### config.mk
export PLATFORM = sky130hd
export DESIGN_NAME = uarttx
export DESIGN_NICKNAME = d
export VERILOG_FILES = /design/src/rtl/uarttx_pkg.sv /design/src/rtl/uarttx_fifo.sv /design/src/rtl/uarttx.sv
export SDC_FILE = /design/constraint.sdc
export NUM_CORES = 1
export LEC_CHECK = 0
export BUFFER_PORTS_ARGS = -buffer_cell sky130_fd_sc_hd__clkbuf_2
export CAP_MARGIN = 20
export CORE_MARGIN = 3
export CORE_UTILIZATION = 52
export CTS_CLUSTER_DIAMETER = 80
export DETAILED_ROUTE_END_ITERATION = 10
export PLACE_DENSITY_LB_ADDON = 0.08
export SLEW_MARGIN = 30
export SYNTH_ARGS = -nofsm -noshare
export SYNTH_HDL_FRONTEND = slang
export SYNTH_HIERARCHICAL = 1
export SYNTH_SLANG_ARGS = --single-unit
### constraint.sdc
create_clock -name clk -period 3.2 [get_ports clk]
set_clock_uncertainty 0.1 [all_clocks]
set_input_delay 0.64 -clock clk [delete_from_list [all_inputs] [get_ports clk]]
set_output_delay 0.64 -clock clk [all_outputs]
set_load 0.02 [all_outputs]
### src/rtl/uarttx_pkg.sv
// -----------------------------------------------------------------------------
// uarttx_pkg
// Shared definitions for the memory-mapped 8N1 UART transmitter:
//   - transmit FSM state encoding
//   - register word offsets (address bit 1)
//   - CTRL and STATUS bit positions
//   - parity helper
// Optional feature macro: UARTTX_PARITY_EN (adds the PARITY state).
// -----------------------------------------------------------------------------
package uarttx_pkg;

    typedef enum logic [2:0] {
        ST_IDLE   = 3'd0,
        ST_START  = 3'd1,
        ST_DATA   = 3'd2,
`ifdef UARTTX_PARITY_EN
        ST_PARITY = 3'd4,
`endif
        ST_STOP   = 3'd3
    } tx_state_e;

    // Word offset within the register block, selected by address bit 1.
    localparam logic OFF_DATA = 1'b0;   // DATA (lane 0) / CTRL (lane 1)
    localparam logic OFF_DIV  = 1'b1;   // DIV[7:0] (lane 0) / DIV[15:8] (lane 1)

    // CTRL byte bit positions.
    localparam int CTRL_TXEN    = 0;
    localparam int CTRL_IE      = 1;
    localparam int CTRL_PEN     = 2;
    localparam int CTRL_ODD     = 3;
    localparam int CTRL_OVF_CLR = 7;    // write-one-to-clear OVF, never stored

    // STATUS byte bit positions.
    localparam int STAT_NOT_FULL = 0;
    localparam int STAT_EMPTY    = 1;
    localparam int STAT_IDLE     = 2;
    localparam int STAT_OVF      = 3;

    // Even parity of the byte, inverted for odd parity.
    function automatic logic parity_of(input logic [7:0] data, input logic odd);
        return (^data) ^ odd;
    endfunction

endpackage

### src/rtl/uarttx_fifo.sv
// -----------------------------------------------------------------------------
// uarttx_fifo
// Synchronous circular-buffer FIFO. Pointers carry one extra wrap bit so that
// full and empty are distinguishable. Read data is presented combinationally
// from the head entry so a pop can capture it on the same edge.
// A push while full is accepted only if a pop happens in the same cycle.
// Ports:
//   clk      - clock, all state on posedge
//   reset    - asynchronous, active-low
//   push_i   - write request (wdata_i)
//   pop_i    - remove head entry (ignored when empty)
//   wdata_i  - data to push
//   rdata_o  - head entry
//   full_o   - no free entries
//   empty_o  - no stored entries
// -----------------------------------------------------------------------------
module uarttx_fifo #(
    parameter int DEPTH = 4,
    parameter int WIDTH = 8
) (
    input  logic             clk,
    input  logic             reset,
    input  logic             push_i,
    input  logic             pop_i,
    input  logic [WIDTH-1:0] wdata_i,
    output logic [WIDTH-1:0] rdata_o,
    output logic             full_o,
    output logic             empty_o
);

    localparam int AW = $clog2(DEPTH);

    logic [AW:0]      wr_ptr_q, wr_ptr_d;
    logic [AW:0]      rd_ptr_q, rd_ptr_d;
    logic [WIDTH-1:0] mem_q [DEPTH];
    logic [DEPTH-1:0] entry_we;
    logic [AW-1:0]    wr_idx, rd_idx;
    logic             do_push, do_pop;

    assign wr_idx  = wr_ptr_q[AW-1:0];
    assign rd_idx  = rd_ptr_q[AW-1:0];

    assign empty_o = (wr_ptr_q == rd_ptr_q);
    assign full_o  = (wr_ptr_q[AW] != rd_ptr_q[AW]) && (wr_idx == rd_idx);

    assign do_pop  = pop_i & ~empty_o;
    // A simultaneous pop frees the slot the push needs.
    assign do_push = push_i & (~full_o | do_pop);

    assign wr_ptr_d = do_push ? wr_ptr_q + 1'b1 : wr_ptr_q;
    assign rd_ptr_d = do_pop  ? rd_ptr_q + 1'b1 : rd_ptr_q;

    generate
        for (genvar gi = 0; gi < DEPTH; gi++) begin : g_we
            assign entry_we[gi] = do_push && (wr_idx == AW'(gi));
        end
    endgenerate

    // Storage carries no reset; only the pointers define validity.
    always_ff @(posedge clk) begin
        for (int i = 0; i < DEPTH; i++) begin
            if (entry_we[i]) begin
                mem_q[i] <= wdata_i;
            end
        end
    end

    assign rdata_o = mem_q[rd_idx];

    always_ff @(posedge clk or negedge reset) begin
        if (!reset) begin
            wr_ptr_q <= '0;
            rd_ptr_q <= '0;
        end else begin
            wr_ptr_q <= wr_ptr_d;
            rd_ptr_q <= rd_ptr_d;
        end
    end

endmodule

### src/rtl/uarttx.sv
// -----------------------------------------------------------------------------
// uarttx
// Memory-mapped 8N1 UART transmitter on the CPU data bus.
//   BASE+0 lane 0 : DATA write pushes a byte into the TX FIFO
//   BASE+0 lane 1 : CTRL  bit0 TXEN, bit1 IE, bit7 write-1 clears OVF
//                   (with UARTTX_PARITY_EN also bit2 PEN, bit3 ODD)
//   BASE+0 read   : {CTRL, STATUS}  STATUS bit0 not-full, bit1 empty,
//                   bit2 shifter idle, bit3 OVF (sticky)
//   BASE+2        : DIV, bit time = DIV+1 clocks, lanes written independently
// Optional feature macro: UARTTX_PARITY_EN (parity bit between DATA and STOP).
// Ports:
//   clk         - system clock
//   reset       - asynchronous, active-low
//   dread_addr  - CPU read address
//   dread_data  - registered read data, valid one cycle after dread_addr
//   dwrite_addr - CPU write address
//   dwrite_data - write data, lane 0 = [7:0], lane 1 = [15:8]
//   dwrite_en   - byte-lane write enables
//   txd         - serial output, idle high
//   interrupt   - IE & FIFO empty, registered
// -----------------------------------------------------------------------------
module uarttx
    import uarttx_pkg::*;
#(
    parameter logic [15:0] BASE       = 16'h0040,
    parameter int          FIFO_DEPTH = 4
) (
    input  logic        clk,
    input  logic        reset,
    input  logic [15:0] dread_addr,
    output logic [15:0] dread_data,
    input  logic [15:0] dwrite_addr,
    input  logic [15:0] dwrite_data,
    input  logic [1:0]  dwrite_en,
    output logic        txd,
    output logic        interrupt
);

    // ---------------------------------------------------------------- decode
    logic wr_hit, rd_hit;
    logic push_req, ctrl_we, div_lo_we, div_hi_we;

    assign wr_hit    = (dwrite_addr[15:2] == BASE[15:2]);
    assign rd_hit    = (dread_addr[15:2]  == BASE[15:2]);
    assign push_req  = wr_hit && (dwrite_addr[1] == OFF_DATA) && dwrite_en[0];
    assign ctrl_we   = wr_hit && (dwrite_addr[1] == OFF_DATA) && dwrite_en[1];
    assign div_lo_we = wr_hit && (dwrite_addr[1] == OFF_DIV)  && dwrite_en[0];
    assign div_hi_we = wr_hit && (dwrite_addr[1] == OFF_DIV)  && dwrite_en[1];

    // Byte address bit 0 plays no part in decode.
    logic unused_addr_bits;
    assign unused_addr_bits = dread_addr[0] ^ dwrite_addr[0];

    // ------------------------------------------------------------------ FIFO
    logic       fifo_pop, fifo_full, fifo_empty;
    logic [7:0] fifo_rdata;

    uarttx_fifo #(
        .DEPTH (FIFO_DEPTH),
        .WIDTH (8)
    ) u_fifo (
        .clk     (clk),
        .reset   (reset),
        .push_i  (push_req),
        .pop_i   (fifo_pop),
        .wdata_i (dwrite_data[7:0]),
        .rdata_o (fifo_rdata),
        .full_o  (fifo_full),
        .empty_o (fifo_empty)
    );

    // ------------------------------------------------------------- registers
    logic        txen_q, txen_d;
    logic        ie_q, ie_d;
    logic        ovf_q, ovf_d;
    logic [15:0] div_q, div_d;
`ifdef UARTTX_PARITY_EN
    logic        pen_q, pen_d;
    logic        odd_q, odd_d;
`endif

    always_comb begin
        txen_d = txen_q;
        ie_d   = ie_q;
        div_d  = div_q;
        ovf_d  = ovf_q;
`ifdef UARTTX_PARITY_EN
        pen_d  = pen_q;
        odd_d  = odd_q;
`endif
        if (ctrl_we) begin
            txen_d = dwrite_data[8 + CTRL_TXEN];
            ie_d   = dwrite_data[8 + CTRL_IE];
`ifdef UARTTX_PARITY_EN
            pen_d  = dwrite_data[8 + CTRL_PEN];
            odd_d  = dwrite_data[8 + CTRL_ODD];
`endif
        end
        if (div_lo_we) begin
            div_d[7:0] = dwrite_data[7:0];
        end
        if (div_hi_we) begin
            div_d[15:8] = dwrite_data[15:8];
        end
        if (ctrl_we && dwrite_data[8 + CTRL_OVF_CLR]) begin
            ovf_d = 1'b0;
        end
        // A fresh overflow in the same cycle as a clear still gets recorded.
        if (push_req && fifo_full && !fifo_pop) begin
            ovf_d = 1'b1;
        end
    end

    always_ff @(posedge clk or negedge reset) begin
        if (!reset) begin
            txen_q <= 1'b0;
            ie_q   <= 1'b0;
            ovf_q  <= 1'b0;
            div_q  <= 16'h0000;
        end else begin
            txen_q <= txen_d;
            ie_q   <= ie_d;
            ovf_q  <= ovf_d;
            div_q  <= div_d;
        end
    end

`ifdef UARTTX_PARITY_EN
    always_ff @(posedge clk or negedge reset) begin
        if (!reset) begin
            pen_q <= 1'b0;
            odd_q <= 1'b0;
        end else begin
            pen_q <= pen_d;
            odd_q <= odd_d;
        end
    end
`endif

    // ------------------------------------------------------------------- FSM
    tx_state_e   state_q, state_d;
    logic [15:0] cnt_q, cnt_d;
    logic [2:0]  idx_q, idx_d;
    logic [7:0]  shift_q, shift_d;
    logic        txd_q, txd_d;
    logic        can_start, bit_done, frame_start;
`ifdef UARTTX_PARITY_EN
    logic        frame_pen_q, frame_odd_q;
`endif

    assign can_start = txen_q && !fifo_empty;
    assign bit_done  = (cnt_q == 16'd0);

    always_comb begin
        state_d     = state_q;
        cnt_d       = cnt_q;
        idx_d       = idx_q;
        shift_d     = shift_q;
        txd_d       = 1'b1;
        frame_start = 1'b0;
        fifo_pop    = 1'b0;

        // Bit timer: reloading from the live DIV at every boundary lets a
        // mid-frame DIV change take effect from the next bit.
        if (state_q != ST_IDLE) begin
            cnt_d = bit_done ? div_q : cnt_q - 16'd1;
        end

        case (state_q)
            ST_IDLE: begin
                txd_d = 1'b1;
                if (can_start) begin
                    frame_start = 1'b1;
                end
            end
            ST_START: begin
                txd_d = 1'b0;
                if (bit_done) begin
                    state_d = ST_DATA;
                    idx_d   = 3'd0;
                end
            end
            ST_DATA: begin
                txd_d = shift_q[idx_q];
                if (bit_done) begin
                    idx_d = idx_q + 3'd1;
                    if (idx_q == 3'd7) begin
`ifdef UARTTX_PARITY_EN
                        state_d = frame_pen_q ? ST_PARITY : ST_STOP;
`else
                        state_d = ST_STOP;
`endif
                    end
                end
            end
`ifdef UARTTX_PARITY_EN
            ST_PARITY: begin
                txd_d = parity_of(shift_q, frame_odd_q);
                if (bit_done) begin
                    state_d = ST_STOP;
                end
            end
`endif
            ST_STOP: begin
                txd_d = 1'b1;
                if (bit_done) begin
                    // Chain straight into the next frame so queued bytes go
                    // out with no idle gap between stop and start bits.
                    if (can_start) begin
                        frame_start = 1'b1;
                    end else begin
                        state_d = ST_IDLE;
                    end
                end
            end
            default: begin
                state_d = ST_IDLE;
            end
        endcase

        if (frame_start) begin
            fifo_pop = 1'b1;
            shift_d  = fifo_rdata;
            cnt_d    = div_q;
            idx_d    = 3'd0;
            state_d  = ST_START;
        end
    end

    // txd is registered from the current state, so the line trails the FSM
    // by one clock; every bit still lasts exactly DIV+1 clocks.
    always_ff @(posedge clk or negedge reset) begin
        if (!reset) begin
            state_q <= ST_IDLE;
            cnt_q   <= 16'd0;
            idx_q   <= 3'd0;
            shift_q <= 8'd0;
            txd_q   <= 1'b1;
        end else begin
            state_q <= state_d;
            cnt_q   <= cnt_d;
            idx_q   <= idx_d;
            shift_q <= shift_d;
            txd_q   <= txd_d;
        end
    end

`ifdef UARTTX_PARITY_EN
    // Parity mode is frozen for the whole frame at the pop.
    always_ff @(posedge clk or negedge reset) begin
        if (!reset) begin
            frame_pen_q <= 1'b0;
            frame_odd_q <= 1'b0;
        end else if (frame_start) begin
            frame_pen_q <= pen_q;
            frame_odd_q <= odd_q;
        end
    end
`endif

    // ----------------------------------------------------- read and interrupt
    logic [7:0]  status, ctrl_rd;
    logic [15:0] rdata_q, rdata_d;
    logic        irq_q, irq_d;

    always_comb begin
        status                = 8'h00;
        status[STAT_NOT_FULL] = ~fifo_full;
        status[STAT_EMPTY]    = fifo_empty;
        status[STAT_IDLE]     = (state_q == ST_IDLE);
        status[STAT_OVF]      = ovf_q;

        ctrl_rd               = 8'h00;
        ctrl_rd[CTRL_TXEN]    = txen_q;
        ctrl_rd[CTRL_IE]      = ie_q;
`ifdef UARTTX_PARITY_EN
        ctrl_rd[CTRL_PEN]     = pen_q;
        ctrl_rd[CTRL_ODD]     = odd_q;
`endif

        rdata_d = 16'h0000;
        if (rd_hit) begin
            rdata_d = (dread_addr[1] == OFF_DIV) ? div_q : {ctrl_rd, status};
        end

        irq_d = ie_q & fifo_empty;
    end

    always_ff @(posedge clk or negedge reset) begin
        if (!reset) begin
            rdata_q <= 16'h0000;
            irq_q   <= 1'b0;
        end else begin
            rdata_q <= rdata_d;
            irq_q   <= irq_d;
        end
    end

    assign dread_data = rdata_q;
    assign txd        = txd_q;
    assign interrupt  = irq_q;

endmodule

== Word level (Yosys, flattened, before mapping) ==
Memories as Yosys holds them, arrays and structs flattened. A register that Yosys moved wholly into a read port is not among the register bits.
Cells that the tools add are included.

* Register bits: 65
* Bits in latches: 0
* Bits in writable memories: 32
* Bits in read-only memories: 0
* Input port bits: 52
* Output and inout bits: 18
* Word-level logic and storage cells: 116
* Memories kept: 1

* Add/sub/neg operators: 4
* $mul: 0
* Divide/modulo/power cells: 0
* $lt $le $gt $ge: 1
* Eq/ne operators: 18
* Shift operators: 0
* Multiplexer cells: 42
* Bitwise gates (word level): 7
* Reductions and logical operators: 30

{| class="wikitable"
|+ Memories
! memory !! words !! width !! rd ports !! clocked after Yosys merged registers in !! write ports !! line !! text
|-
| u_fifo.mem_q || 4 || 8 || 1 || 1 || 1 || uarttx_fifo.sv:35 || <nowiki>logic [WIDTH-1:0] mem_q [DEPTH];</nowiki>
|}

{| class="wikitable"
|+ Operators by type and width
! cell !! count
|-
| $mux 16 || 5
|-
| $eq 14x5->1 const B || 2
|-
| $mux 3 || 9
|-
| $mux 8 || 3
|-
| $reduce_or 8->1 || 3
|-
| $mux 1 || 17
|-
| $logic_not 16->1 || 1
|-
| $sub 16x1->16 const B || 1
|-
| $logic_and 1x1->1 || 15
|-
| $ne 3x3->1 const B || 5
|-
| $pmux 3 s4 || 1
|-
| $add 3x1->3 const B || 3
|-
| $eq 3x2->1 const B || 2
|-
| $mux 2 || 3
|-
| $pmux 3 s2 || 1
|-
| $reduce_and 6->1 || 1
|-
| $reduce_bool 3->1 || 2
|-
| $eq 2x2->1 const B || 2
|-
| $lt 3x4->1 const B || 1
|-
| $pmux 1 s2 || 2
|-
| $reduce_bool 2->1 || 2
|-
| $and 1x1->1 || 3
|-
| $bmux 1 s3 || 1
|-
| $eq 3x1->1 const B || 1
|-
| 12 further kinds || 16
|}

== Longest topological paths before layout ==
* Depth after elaboration: 17
* Mapped depth: 12
* Gate-level depth less buffers: 8

== Hierarchy ==
The synthesis kept the hierarchy.

{| class="wikitable"
|+ Modules (own cells, without submodules)
! module !! instances !! cells each !! area an instance (µm²) !! seq. area each (µm²)
|-
| uarttx || 1 || 301 || 3284.4 || 1652.8
|-
| uarttx_fifo || 1 || 85 || 1605.3 || 1111.1
|}

== Least setup slack after synthesis ==
Ideal clock, no wire load.

* Path type: register to register
* From: reg u_fifo.rd_ptr_q[1]
* To: mem u_fifo.mem_q[0][0] (enable)
* Setup time: 0.278 ns
* Arrival: 2.786 ns
* Data required time: 2.822 ns
* Slack: 0.036 ns
* Cell stages (with the launch flop): 13
* Buffers on the path: 4
* Clock period less this slack: 3.164 ns
* Path through: dfrtp_1 buf_4 xor2_1 buf_6 nor3_1 nor3b_1 nand2_1 o31a_1 clkinv_2 buf_4 clkbuf_1 or4_1 and3_1

* Elaborated cells on any way between the ends: 35
* Classes of those cells: 2 x eq/ne; 18 x mux; 5 x bitwise; 10 x reduce/logical

{| class="wikitable"
|+ RTL lines
! item !! line !! text
|-
| from (decl) || uarttx_fifo.sv:34 || <nowiki>logic [AW:0] rd_ptr_q, rd_ptr_d;</nowiki>
|-
| from (signal assigned) || uarttx_fifo.sv:76 || <nowiki>rd_ptr_q <= rd_ptr_d;</nowiki>
|-
| $eq 3x3->1 * || uarttx_fifo.sv:43 || <nowiki>assign empty_o = (wr_ptr_q == rd_ptr_q);</nowiki>
|-
| via fifo_empty || uarttx.sv:55 || <nowiki>logic fifo_pop, fifo_full, fifo_empty;</nowiki>
|-
| $logic_not 1->1 * || uarttx.sv:151 || <nowiki>assign can_start = txen_q && !fifo_empty;</nowiki>
|-
| $logic_and 1x1->1 * || uarttx.sv:151 ||
|-
| $mux 1 * || uarttx.sv:172, uarttx.sv:209 ||
|-
| $mux 1 || uarttx.sv:206 || <nowiki>if (bit_done) begin</nowiki>
|-
| $pmux 1 s2 * || uarttx.sv:169 || <nowiki>case (state_q)</nowiki>
|-
| $mux 1 * || uarttx.sv:221 || <nowiki>if (frame_start) begin</nowiki>
|-
| via fifo_pop || uarttx.sv:55 ||
|-
| $and 1x1->1 * || uarttx_fifo.sv:46 || <nowiki>assign do_pop = pop_i & ~empty_o;</nowiki>
|-
| $or 1x1->1 * || uarttx_fifo.sv:48 || <nowiki>assign do_push = push_i & (~full_o | do_pop);</nowiki>
|-
| $and 1x1->1 * || uarttx_fifo.sv:48 ||
|-
| $logic_and 1x1->1 * || uarttx_fifo.sv:55 || <nowiki>assign entry_we[gi] = do_push && (wr_idx == AW'(gi));</nowiki>
|-
| via u_fifo.entry_we[0] || uarttx_fifo.sv:36 || <nowiki>logic [DEPTH-1:0] entry_we;</nowiki>
|-
| $mux 1 * || uarttx_fifo.sv:62 || <nowiki>if (entry_we[i]) begin</nowiki>
|-
| $mux 1 (implied by the code) * || uarttx_fifo.sv:63 || <nowiki>mem_q[i] <= wdata_i;</nowiki>
|-
| $mux 1 (no line) * (3 in series) || - ||
|-
| to (decl) || uarttx_fifo.sv:35 ||
|}

Mark *: on every way through the listed nets, which the timed path passes. The rest lies on a longest branch.

== Worst setup path in the final report ==
* From: reg u_fifo.wr_ptr_q[0]
* To: mem u_fifo.mem_q[2][0] (enable)

* Elaborated cells on any way between the ends: 39
* Classes of those cells: 5 x eq/ne; 18 x mux; 5 x bitwise; 11 x reduce/logical

{| class="wikitable"
|+ RTL lines
! item !! line !! text
|-
| from (decl) || uarttx_fifo.sv:33 || <nowiki>logic [AW:0] wr_ptr_q, wr_ptr_d;</nowiki>
|-
| from (signal assigned) || uarttx_fifo.sv:75 || <nowiki>wr_ptr_q <= wr_ptr_d;</nowiki>
|-
| $eq 3x3->1 * || uarttx_fifo.sv:43 ||
|-
| via fifo_empty || uarttx.sv:55 ||
|-
| $logic_not 1->1 || uarttx.sv:151 ||
|-
| $logic_and 1x1->1 || uarttx.sv:151 ||
|-
| $mux 1 || uarttx.sv:172, uarttx.sv:209 ||
|-
| $mux 1 || uarttx.sv:206 ||
|-
| $pmux 1 s2 || uarttx.sv:169 ||
|-
| $mux 1 || uarttx.sv:221 ||
|-
| $and 1x1->1 * || uarttx_fifo.sv:46 ||
|-
| $or 1x1->1 * || uarttx_fifo.sv:48 ||
|-
| $and 1x1->1 * || uarttx_fifo.sv:48 ||
|-
| $logic_and 1x1->1 * || uarttx_fifo.sv:55 ||
|-
| via u_fifo.entry_we[2] || uarttx_fifo.sv:36 ||
|-
| $mux 1 * || uarttx_fifo.sv:62 ||
|-
| $mux 1 (implied by the code) * || uarttx_fifo.sv:63 ||
|-
| $reduce_or 8->1 (no line) || - ||
|-
| $mux 2 (no line) / $mux 1 (equally long branches) (2 in series) || - ||
|}

Marked as above.

==> results.py <==
metrics = {
    "logic_synthesis": {
        "synth_nets": 451,
        "synth_seq_cells": 104,
        "syn_area_per_cell_sq_um": 12.7,
        "synth_async_sr_flop_share_pct": 69.2,
        "synth_top_flop_cell": "dfrtp_1",
        "syn_inst": 386,
        "synth_area_sq_mm": 0.00489,
        "ys_warn_count": 6,
        "synthDistinctLibCells": 60,
        "yosysSeqAreaShare_pct": 56.5,
        "synth-edff-count": 32,
    },
    "final_layout": {
        "n_antenna_cell": 0,
        "fin_nets": 525,
        "drive_above_1_share_pct": 30.1,
        "area_growth_syn_to_layout_pct": 13.2,
        "fill_cells": 748,
    },
    "timing": {
        "slew_headroom_pct": 55.2,
        "hold_violations": 0,
        "grt_setup_unrepaired": "false",
        "finalCriticalPeriod_ns": 2.89,
        "finalSetupTns_ns": 0,
        "fmax_mhz": 346,
        "finalCritPeriodShare_pct": 90.3,
        "tightest_slew_ns": 0.670,
        "setup_violations": 0,
        "drv_slew": 0,
    },
    "placement": {
        "gp_congestion": 0.838,
        "dp_hpwl_um": 7010,
        "numPortBuffers": 67,
    },
    "detailed_routing": {
        "vias": 3283,
        "routed_wl_um": 9670,
        "drt-wirelength-per-cell_um": 16.9,
        "drc": 0,
        "viasPerCell": 5.73,
        "dr.pass1.iters": 4,
        "drtIter0Drc": 153,
        "postRouteAntennaNets": 0,
    },
    "grt": {
        "antenna_found_initial": 0,
        "track_usage_pct": 20.2,
        "grt_max_degree": 73,
        "grt_pass1_wl_um": 16400,
        "first_global_vias": 3281,
        "grt_overflow": 0,
    },
    "worst_setup_path": {
        "required_ns": 3.17,
        "r2r-start": "u_fifo/wr_ptr_q[0]",
        "path_max_fanout": 10,
        "critPathKind": "reg2reg",
        "crit_start": "u_fifo/wr_ptr_q[0]",
        "arrival_ns": 2.86,
        "start_kind": "flip-flop",
        "critPathCaptureType": "flip-flop",
    },
    "cts": {
        "clockBufferDepth": 2,
        "cts_hold_buf": 0,
        "htreeDepth": 3,
        "cts_tree": "built",
        "cts_sinks": 104,
        "cts-root-buf": "clkbuf_8",
        "cts.clk_slew.worst_paths_ns": 0.11,
        "clock_latency_ns": 0.37,
        "cts_buffers": 9,
    },
    "floorplanning": {
        "io_pins": 70,
        "core_area_sq_mm": 0.00893,
        "initial_core_util_pct": 54.7,
        "fp.dieArea_sq_mm": 0.0106,
        "fp.dieW_um": 103,
        "die_h_um": 103,
        "placementRows": 34,
    },
    "worst_hold_path": {
        "hold_path_class": "in2async",
    },
    "power_and_ir_drop": {
        "powerDensity_mw_per_mm2": 553,
        "ir_worst_vdd_uv": 305,
        "power.total_mw": 3.06,
        "p_leak_nw": 2.56,
    },
    "flow_run": {
        "cap_violations": 0,
    },
    "outcome": {
        "outcome": "complete, no violations",
    },
}
-- layout by cell type, fill, tap and decap left out, types with 3 or more instances in the layout --
master     count
buf_4         10
a21oi_1        7
ha_1          13
nor2b_1        3
a32oi_1        3
edfxtp_1      32
mux4_2        10
o21ai_0       11
nor2_1        27
o211ai_1       3
nand2_1       37
nand2b_1       3
nand4_1        4
clkbuf_8       9
and3_1         6
o2bb2ai_1      8
clkbuf_2      66
o311ai_0       3
mux2i_1       18
dfrtp_1       71
xnor2_1        3
nor3_1        13
nor3_2         3
nor3b_1        3
inv_1         15
and2_1        11
nor4_1         6
mux2_2        20
-- registers in the layout, indices dropped and copies added (netlist names), 2 cells and up --
signal / flops
cnt_q: 16
div_q: 16
dread_data: 16
idx_q: 3
shift_q: 8
state_q: 2
u_fifo/mem_q: 32
u_fifo/rd_ptr_q: 3
u_fifo/wr_ptr_q: 3
-- worst max-delay path, stage by stage (launching register included) --
cell and delay, ns:
dfrtp_1 0.45, xor2_2 0.22, nor3_2 0.31, nor3b_1 0.13, nand2_1 0.10, o31a_1 0.18
clkinv_2 0.16, or4_1 0.58, and3_1 0.35
-- routing by layer --
layer  track usage, %  vias up  wire length [um]
met4             3.69        0                29
met3             5.89        2               554
met1             29.2     1637              4560
met2             30.9       83              4530
li1                 -     1561                 -
met5                0        -                 0
-- kinds of logic after synthesis --
| kind of cell | Yosys count | synth area share, % |
|---|---|---|
| AND/OR/NAND/NOR | 129 | 13.9 |
| flip-flops | 104 | 56.5 |
| AO/OA/AOI/OAI | 56 | 8.91 |
| multiplexers | 48 | 12.9 |
| buffers and inverters | 30 | 3.38 |
| adder cells (fa/ha/maj) | 13 | 3.33 |
| XOR/XNOR | 6 | 1.07 |
-- metrics by stage --
stage	instance area (sq um)	hold slack [ns]	setup WS, ns	instances	util [%]
2_1_floorplan	4890	0.244	0.0362	386	-
3_3_place_gp	5330	0.359	0.180	557	59.7
3_5_place_dp	5330	0.368	0.118	557	59.7
4_1_cts	5520	0.320	0.0920	573	61.8
5_1_grt	5540	0.199	0.00458	573	62.0
6_report	5540	0.172	0.310	573	62.0
-- Yosys cell counts, types with 3 or more instances --
| cell type | n | share of area, % |
|---|---|---|
| dfrtp_1 | 71 | 36 |
| o211ai_1 | 3 | 0.46 |
| nand2_1 | 37 | 2.8 |
| nand2b_1 | 3 | 0.38 |
| edfxtp_1 | 32 | 20 |
| buf_6 | 3 | 0.69 |
| a32oi_1 | 3 | 0.54 |
| o21ai_0 | 11 | 1.1 |
| a21oi_1 | 7 | 0.72 |
| o2bb2ai_1 | 8 | 1.4 |
| and2_1 | 11 | 1.4 |
| nor4_1 | 6 | 0.77 |
| mux2_2 | 20 | 4.6 |
| xor2_1 | 3 | 0.54 |
| o311ai_0 | 3 | 0.54 |
| xnor2_1 | 3 | 0.54 |
| nor3b_1 | 3 | 0.46 |
| ha_1 | 13 | 3.3 |
| mux2i_1 | 18 | 3.7 |
| nor3_1 | 14 | 1.4 |
| nor2b_1 | 3 | 0.38 |
| clkbuf_1 | 4 | 0.31 |
| nor2_1 | 27 | 2.1 |
| mux4_2 | 10 | 4.6 |
| buf_2 | 3 | 0.31 |
| inv_1 | 15 | 1.2 |
| nand4_1 | 4 | 0.51 |
| and3_1 | 6 | 0.77 |
-- worst paths after layout --
check                                     end  slack (ns)  cells past startpoint
max reg2reg                u_fifo/mem_q[2][0]        0.31                      8
max                        u_fifo/mem_q[2][0]        0.31                      8
min                            dread_data[12]        0.17                      1
min reg2reg                        shift_q[2]        0.38                      2
min in group clk                   shift_q[2]        0.38                      2
max in group asynchronous            div_q[7]        2.37                      1
-- repair_timing --
item                       in CTS  in global routing
buffers inserted                0                  0
resized for setup               0                  2
hold endpoints to repair        0                  0
setup endpoints to repair       0                 24
-- where the power goes --
part,internal [mW],switching (mW)
Sequential,1.49,0.142
Clock,0.299,0.475
Combinational,0.288,0.370
-- area by class of cell --
| class | count | area, sq um | share of cell area, % |
|---|---|---|---|
| inverter | 16 | 61.3 | 1.11 |
| timing repair buffer | 77 | 417 | 7.53 |
| sequential | 104 | 2760 | 49.9 |
| multi-input combinational | 252 | 1970 | 35.6 |
| clock buffer | 9 | 124 | 2.24 |
| clock inverter | 7 | 61.3 | 1.11 |
| tap | 108 | 135 | 2.44 |
No activity file was read; power rests on OpenSTA's default activity.
